<file path="src/rtl/arbiter_game_timers.sv">
// Timer/LED responder for the arbiter-game control FSM: shared tick prescaler,
// countdown timer, win-hold timer and registered LED driver (bar or winner blink).
module arbiter_game_timers #(
    parameter int PRESCALE = 12_000_000,
    parameter int CD_STEPS = 4,
    parameter int W_TICKS  = 3,
    parameter int N_LEDS   = 4
) (
    input  logic              clk,
    input  logic              rst_in,
    input  logic              cd_rst,
    input  logic              w_rst,
    input  logic              leds_rst,
    input  logic              leds_sel,
    input  logic              gnt1,
    input  logic              gnt2,
    output logic              cd_done_out,
    output logic              w_done_out,
    output logic [N_LEDS-1:0] leds_out
);

    localparam int TW   = $clog2(PRESCALE);
    localparam int CW   = $clog2(CD_STEPS + 1);
    localparam int WW   = $clog2(W_TICKS + 1);
    localparam int HALF = N_LEDS / 2;

    logic [TW-1:0]     tick_cnt, tick_cnt_next;
    logic [CW-1:0]     cd_cnt, cd_cnt_next;
    logic [WW-1:0]     w_cnt, w_cnt_next;
    logic              phase, phase_next;
    logic [N_LEDS-1:0] leds_next;
    logic              run;
    logic              tick;
    logic [31:0]       cd_ext;

    // Prescaler only runs while at least one timer is active, so each timer
    // starts from a fresh tick boundary when released.
    always_comb begin
        run  = ~(cd_rst & w_rst);
        tick = run && (tick_cnt == TW'(PRESCALE - 1));

        tick_cnt_next = tick_cnt;
        if (!run || tick) begin
            tick_cnt_next = '0;
        end else begin
            tick_cnt_next = tick_cnt + TW'(1);
        end

        cd_cnt_next = cd_cnt;
        if (cd_rst) begin
            cd_cnt_next = CW'(CD_STEPS);
        end else if (tick && (cd_cnt != '0)) begin
            cd_cnt_next = cd_cnt - CW'(1);
        end

        w_cnt_next = w_cnt;
        if (w_rst) begin
            w_cnt_next = '0;
        end else if (tick && (w_cnt != WW'(W_TICKS))) begin
            w_cnt_next = w_cnt + WW'(1);
        end

        phase_next = phase;
        if (!leds_sel || leds_rst) begin
            phase_next = 1'b0;
        end else if (tick) begin
            phase_next = ~phase;
        end
    end

    // LEDs are decoded from the next-state values so the pattern changes on
    // the same edge as the counter it reflects.
    always_comb begin
        leds_next = '0;
        cd_ext    = 32'(cd_cnt_next);
        if (leds_rst) begin
            leds_next = '0;
        end else if (!leds_sel) begin
            for (int unsigned i = 0; i < N_LEDS; i++) begin
                leds_next[i] = (i < cd_ext);
            end
        end else if (gnt1 && !gnt2) begin
            leds_next[N_LEDS-1:HALF] = {HALF{~phase_next}};
        end else if (gnt2 && !gnt1) begin
            leds_next[HALF-1:0] = {HALF{~phase_next}};
        end
    end

    always_ff @(posedge clk) begin
        if (rst_in) begin
            tick_cnt <= '0;
            cd_cnt   <= CW'(CD_STEPS);
            w_cnt    <= '0;
            phase    <= 1'b0;
            leds_out <= '0;
        end else begin
            tick_cnt <= tick_cnt_next;
            cd_cnt   <= cd_cnt_next;
            w_cnt    <= w_cnt_next;
            phase    <= phase_next;
            leds_out <= leds_next;
        end
    end

    assign cd_done_out = (cd_cnt == '0);
    assign w_done_out  = (w_cnt == WW'(W_TICKS));

endmodule

</file>
<file path="config.mk">
export PLATFORM = sky130hd
export DESIGN_NAME = arbiter_game_timers
export DESIGN_NICKNAME = d
export VERILOG_FILES = /design/src/rtl/arbiter_game_timers.sv
export SDC_FILE = /design/constraint.sdc
export NUM_CORES = 1
export LEC_CHECK = 0
export ABC_AREA = 0
export CAP_MARGIN = 20
export CORE_UTILIZATION = 56
export DETAILED_ROUTE_END_ITERATION = 6
export HOLD_SLACK_MARGIN = 0.03
export PLACE_DENSITY = 0.8
export SKIP_CTS_REPAIR_TIMING = 1
export SLEW_MARGIN = 20
export SYNTH_ARGS = -nofsm -noshare
export SYNTH_HDL_FRONTEND = slang
export SYNTH_SLANG_ARGS = --single-unit
</file>
<file path="constraint.sdc">
create_clock -name clk -period 2.7 [get_ports clk]
set_clock_uncertainty 0.05 [all_clocks]
set_input_delay 0.27 -clock clk [delete_from_list [all_inputs] [get_ports clk]]
set_output_delay 0.27 -clock clk [all_outputs]
set_load 0.02 [all_outputs]
</file>
==> results.md, run 1 <==
- Max Slew Vio Count: 0
- Number of H-tree levels: 2
- Proportion of layout cells with a drive suffix above 1: just over 9%
- Final min period: 2.591 ns
- Residual overflow from global routing: 0
- Vias: between 1k and 1.5k
- WP buf/inv: 0
- Total power: about 1.0 mW
- DRT Pass-1 Iters: 4
- ANT nets after route: 0
- Final Hold Vio Count: 0
- # setup viols final: 0
- P per Cell Area: approximately 550 nW/µm²
- Critical path, cell by cell: ha_1, nand2_1, or4_4, or4_4, mux2i_1, o311ai_0
- Slowest stage cell, crit path: or4_4
- Worst slew margin: about 65%
- Drt total wl: around 3.4 mm
- Skew-Pair Late Insertion Delay: 0.34 ns
- DRT iter0 DRCs: 38
- Setup TNS: 0 ns
- Distinct cells, synth: just over 40
- CORE AREA: approximately 2800 µm²
- P_leak: between 0.6 and 0.7 nW
- FP Rows: 19
- Largest net degree at the start of global routing: 25
- Min Hold Slack: 0.4524 ns
- Synthesized area per cell: around 9.0 µm²
- Crit path top cell by count: or4_4
- Nets: 210
- DIE HEIGHT: ~56 µm
- Clock root cell: clkbuf_4
- Max_cap viols: 0
- Max VDD drop: approximately 0.00055 V
- Final WS setup: between 0.1 and 0.15 ns
- Initial antenna violation count: 0
- Synth top area share: about two fifths
- Clock buffer depth: 2
- Vias in the first global route: 1357
- Sequential-to-total area share from yosys stat: ~42%
- CP arrival: ~2.7 ns
- Post-synth EDFFs: 0
- Cells after Synth: roughly 180
- Post-synthesis register bit count: 34
- Ant diodes: 0
- Cell taking the most area after synthesis: dfxtp_1
- IO Count: 14
- Starting Density: between 50% and 60%
- Critical path type: register to register
- CTS tree: built
- Number of port buffers: 13
- Most frequent cells after synthesis: dfxtp_1 (34), nor2_1 (27), xor2_1 (13), xnor2_1 (11), nand2_1 (9)
- Worst-path maximum fanout: 6
- Die width: roughly 56 µm
- Fraction of registers with async set/reset: 0%
- Status: finished, final reports clean
- P&R area growth vs syn: 17.42%
- Syn_nets: approximately 190
- Final period util: between 90% and 100%
- DP HPWL: ~2.4 mm
- Post-Place Worst Slack: 0.06413 ns
- Dominant synthesized flop cell: dfxtp_1
- Die area: between 3000 and 4000 µm²
- Sink Count: 34
- Synth warnings: 0
- Total track usage: about 24%
- Setup crit end kind: register
- First-pass GRT wire length: ~6 mm
- Fmax: ~0.39 GHz
- Max incr delay on CP: 0.59 ns
- HP Class: register to register
- Vias per cell: 5.904
- DRC Markers: 0
- Syn Std Cell Area: 1638 µm²
- Clock transition at the registers of the reported paths: around 0.1 ns
- R2R setup slack: about 0.11 ns
- Count leader, synth: dfxtp_1
- Worst EP required: approximately 2.8 ns
- Worst-Margin Slew: between 0.5 and 0.6 ns
- Synth top area cells: dfxtp_1 (42%), xor2_1 (7.0%), nor2_1 (6.2%)
- Critical path launch point type: register
- RSZ-0062 raised after global routing: no
- Routed len/inst: between 10 and 15 µm
- Kind of cell adding the most delay to the critical path: simple AND/OR/NAND/NOR gates
- Gpl congestion: 0.8713
- TritonCTS Buffers: 5
==> sequential cells by signal (all words and copies together) (netlist names) <==
signal and flops:
cd_cnt 3, w_cnt 2, phase 1, leds_out 4, tick_cnt 24
==> area by class of cell <==
type | count | area (µm²)
clock buffers | 6 | 51.30
clock inverters | 2 | 60.06
fillers | 221 | 834.6
inverters | 6 | 22.52
multi-input cells | 136 | 924.6
flip-flops and latches | 34 | 680.7
well taps | 31 | 38.79
repair buffers | 15 | 145.1
==> logic make-up (layout without fill, tap and decap cells) <==
kind of cell             Yosys count  count (layout)  synth area share, %
AO/OA/AOI/OAI                     12              12                5.729
flip-flops                        34              34                41.56
XOR/XNOR                          24              24                12.83
buffers and inverters             12              29                3.284
multiplexers                       5               5                3.361
adder cells (fa/ha/maj)            4               4                3.056
AND/OR/NAND/NOR                   91              91                30.18
==> power breakdown <==
part,total (mW),internal [mW],switching [mW]
Sequential,0.511,0.507,0.00410
Clock,0.487,0.314,0.173
Combinational,0.0503,0.0224,0.0279
==> worst paths after layout <==
path,start,end,cells past startpoint
worst max-delay path,tick_cnt[0],leds_out[2],6
worst min-delay path,tick_cnt[0],tick_cnt[0],1
worst max register to register,tick_cnt[0],leds_out[2],6
worst min register to register,tick_cnt[0],tick_cnt[0],1
==> placed cells by master (no fill, tap or decap), drive strengths merged, types with 4 or more instances in the layout <==
cell,n
clkbuf,6
xor2,13
inv,6
nand4,7
nor3,9
nor2,27
nand3,9
clkdlybuf4s50,13
nand2,9
mux2i,4
nor4,6
xnor2,11
dfxtp,34
ha,4
==> routing by layer <==
metal / up-vias / global-route usage (%) / part of all wire, %
met2: 30 / 42.18 / 51
met4: 0 / 12.20 / 2.5
met1: 638 / 26.42 / 43
li1: 680 / - / -
met3: 10 / 8.140 / 4.2
met5: - / 0 / 0
==> per-stage QoR <==
step | util (%) | instance area, µm² | instances
final | 69.74 | 1923 | 230
after global routing | 69.74 | 1923 | 230
after CTS | 69.15 | 1907 | 230
after detailed placement | 65.11 | 1795 | 222
after global placement | 65.11 | 1795 | 222
after floorplan | - | 1638 | 182
No activity file was read; power rests on OpenSTA's default activity.
==> run 2, diff against run 1 <==
--- a/config.mk
+++ b/config.mk
@@ -7,10 +7,11 @@
 export LEC_CHECK = 0
 export ABC_AREA = 0
 export CAP_MARGIN = 20
+export CORE_MARGIN = 1.5
 export CORE_UTILIZATION = 56
 export DETAILED_ROUTE_END_ITERATION = 6
 export HOLD_SLACK_MARGIN = 0.03
-export PLACE_DENSITY = 0.8
+export PLACE_DENSITY = 0.76
 export SKIP_CTS_REPAIR_TIMING = 1
 export SLEW_MARGIN = 20
 export SYNTH_ARGS = -nofsm -noshare
==> results.md, run 2 (synthesis gave the netlist of run 1 again) <==
- DIE HEIGHT: 57.08 µm (was 56.08 µm)
- Vias: 1348 (was 1358)
- Top reg by flops: tick_cnt (unchanged)
- Number of H-tree levels: 2 (unchanged)
- CP arrival: 2.73 ns (about the same)
- Setup TNS: 0 ns (unchanged)
- Max Slew Vio Count: 0 (unchanged)
- Worst-Margin Slew: 0.5147 ns (was 0.5167 ns)
- Worst slew margin: 65.22% (was 65.24%)
- Slowest stage cell, crit path: or4_4 (unchanged)
- Number of port buffers: 13 (unchanged)
- Starting Density: 59.39% (unchanged)
- DRT iter0 DRCs: 33 (was 38)
- Most frequent cells in the layout: dfxtp_1 (34), nor2_1 (27), xor2_1 (13), clkdlybuf4s50_1 (13), xnor2_1 (11) (unchanged)
- Nets: 213 (was 210)
- P_leak: 0.6553 nW (was 0.6643 nW)
- Status: finished, final reports clean (unchanged)
- Largest registers: tick_cnt x24, leds_out x4, cd_cnt x3 (unchanged)
- FP Rows: 19 (unchanged)
- # setup viols final: 0 (unchanged)
- Final period util: 93.27% (was 95.98%)
- Clock root cell: clkbuf_4 (unchanged)
- Critical path type: register to register (unchanged)
- Commonest non-fill, non-tap cell in the layout: dfxtp_1 (unchanged)
- TritonCTS Buffers: 5 (unchanged)
- Fmax: 0.3971 GHz (was 0.3859 GHz)
- WP buf/inv: 0 (unchanged)
- Worst path depth: 6 (unchanged)
- Die width: 57.08 µm (was 56.08 µm)
- DRC Markers: 0 (unchanged)
- P&R area growth vs syn: 15.66% (was 17.42%)
- P per Cell Area: 452.2 nW/µm² (was 545.2 nW/µm²)
- Min Hold Slack: 0.4536 ns (was 0.4524 ns)
- CP endpoint: leds_out[0] (was leds_out[2])
- Critical path, cell by cell: ha_1, nand2_1, or4_4, or4_4, xnor2_1, o311ai_1 (was ha_1, nand2_1, or4_4, or4_4, mux2i_1, o311ai_0)
- Clock transition at the registers of the reported paths: 0.11 ns (was 0.10 ns)
- Crit path top cell by count: or4_4 (unchanged)
- Worst EP required: 2.91 ns (was 2.84 ns)
- HP Class: register to register (unchanged)
- Final Hold Vio Count: 0 (unchanged)
- Initial antenna violation count: 0 (unchanged)
- Max reg flops: 24 (unchanged)
- ANT nets after route: 0 (unchanged)
- Ant diodes: 0 (unchanged)
- RR Endpoint: leds_out[0] (was leds_out[2])
- CTS tree: built (unchanged)
- Vias in the first global route: 1218 (was 1357)
- Residual overflow from global routing: 0 (unchanged)
- CORE AREA: 2758 µm² (unchanged)
- R2R setup slack: 0.18 ns (was 0.11 ns)
- Max VDD drop: 0.0003955 V (was 0.0005494 V)
- First-pass GRT wire length: 5.119 mm (was 5.927 mm)
- Skew-Pair Late Insertion Delay: 0.35 ns (was 0.34 ns)
- Worst-path maximum fanout: 6 (unchanged)
- Gpl congestion: 0.8312 (was 0.8713)
- Kind of cell adding the most delay to the critical path: simple AND/OR/NAND/NOR gates (unchanged)
- Critical path launch point type: register (unchanged)
- Sink Count: 34 (unchanged)
- Cells on worst reg2reg path: 6 (unchanged)
- Largest net degree at the start of global routing: 16 (was 25)
- Routed len/inst: 13.29 µm (was 14.78 µm)
- FF-to-FF Start: tick_cnt[0] (unchanged)
- DRT Pass-1 Iters: 4 (unchanged)
- Die area: 3258 µm² (was 3145 µm²)
- Drt total wl: 3.097 mm (was 3.399 mm)
- IO Count: 14 (unchanged)
- Clock buffer depth: 2 (unchanged)
- Max incr delay on CP: 0.59 ns (about the same)
- Max_cap viols: 0 (unchanged)
- CP Launch Point: tick_cnt[0] (unchanged)
- Total track usage: 20.57% (was 24.39%)
- RSZ-0062 raised after global routing: no (unchanged)
- Proportion of layout cells with a drive suffix above 1: 9.901% (was 9.045%)
- DP HPWL: 2.262 mm (was 2.438 mm)
- Vias per cell: 5.785 (was 5.904)
- Final min period: 2.518 ns (was 2.591 ns)
- Setup crit end kind: register (unchanged)
==> run 2: changes by cell type in the layout (fill, tap and decap cells not counted) <==
cell,change
bufinv_16,-2
clkinv_2,+1
clkbuf_1,+1
buf_4,+3
==> run 2: power by group <==
| group | internal [mW] | leakage, nW | switching (mW) |
|---|---|---|---|
| Clock | 0.126 | 0.0353 | 0.168 |
| Sequential | 0.507 | 0.275 | 0.00428 |
| Combinational | 0.0236 | 0.345 | 0.0272 |
==> run 2: per-layer routing <==
metal	vias to the layer above	part of all wire (%)	routed length (µm)	track usage, %
li1	681	-	-	-
met2	26	47	1461	32.35
met3	8	4.2	131	6.576
met4	0	2.4	73	11.96
met5	-	0	0	0
met1	633	46	1431	24.68
==> run 2: worst min-delay path by stage <==
stage	startpoint	to	depth (start not counted)
after floorplan	w_rst	w_cnt[0]	1
after detailed placement	tick_cnt[0]	tick_cnt[0]	1
after global placement	tick_cnt[0]	tick_cnt[0]	1
after global routing	tick_cnt[0]	tick_cnt[0]	1
after CTS	tick_cnt[0]	tick_cnt[0]	1
final	tick_cnt[0]	tick_cnt[0]	1
==> run 2: metrics by stage <==
step / util [%] / setup slack [ns] / power (mW) / std cells / cell area [µm²]
2_1_floorplan: - / 0.2364 / 0.5476 / 182 / 1638
3_5_place_dp: 65.93 / 0.08683 / 0.5731 / 225 / 1818
6_report: 68.69 / 0.1816 / 0.8566 / 233 / 1894
3_3_place_gp: 65.93 / 0.1924 / 0.5718 / 225 / 1818
4_1_cts: 68.10 / 0.08212 / 0.8643 / 233 / 1878
5_1_grt: 68.69 / 0.08071 / 0.8892 / 233 / 1894
==> run 2: layout make-up <==
class | count | area [µm²]
clock inverters | 1 | 5.005
clock buffers | 7 | 55.05
flip-flops and latches | 34 | 680.7
repair buffers | 18 | 167.7
inverters | 6 | 22.52
multi-input cells | 136 | 924.6
well taps | 31 | 38.79
fillers | 233 | 863.3
==> run 2: worst reg2reg max path, stage by stage (launching register included) <==
cell      delay (ns)
dfxtp_1         0.43
ha_1            0.23
nand2_1         0.12
or4_4           0.59
or4_4           0.59
xnor2_1         0.17
o311ai_1        0.27
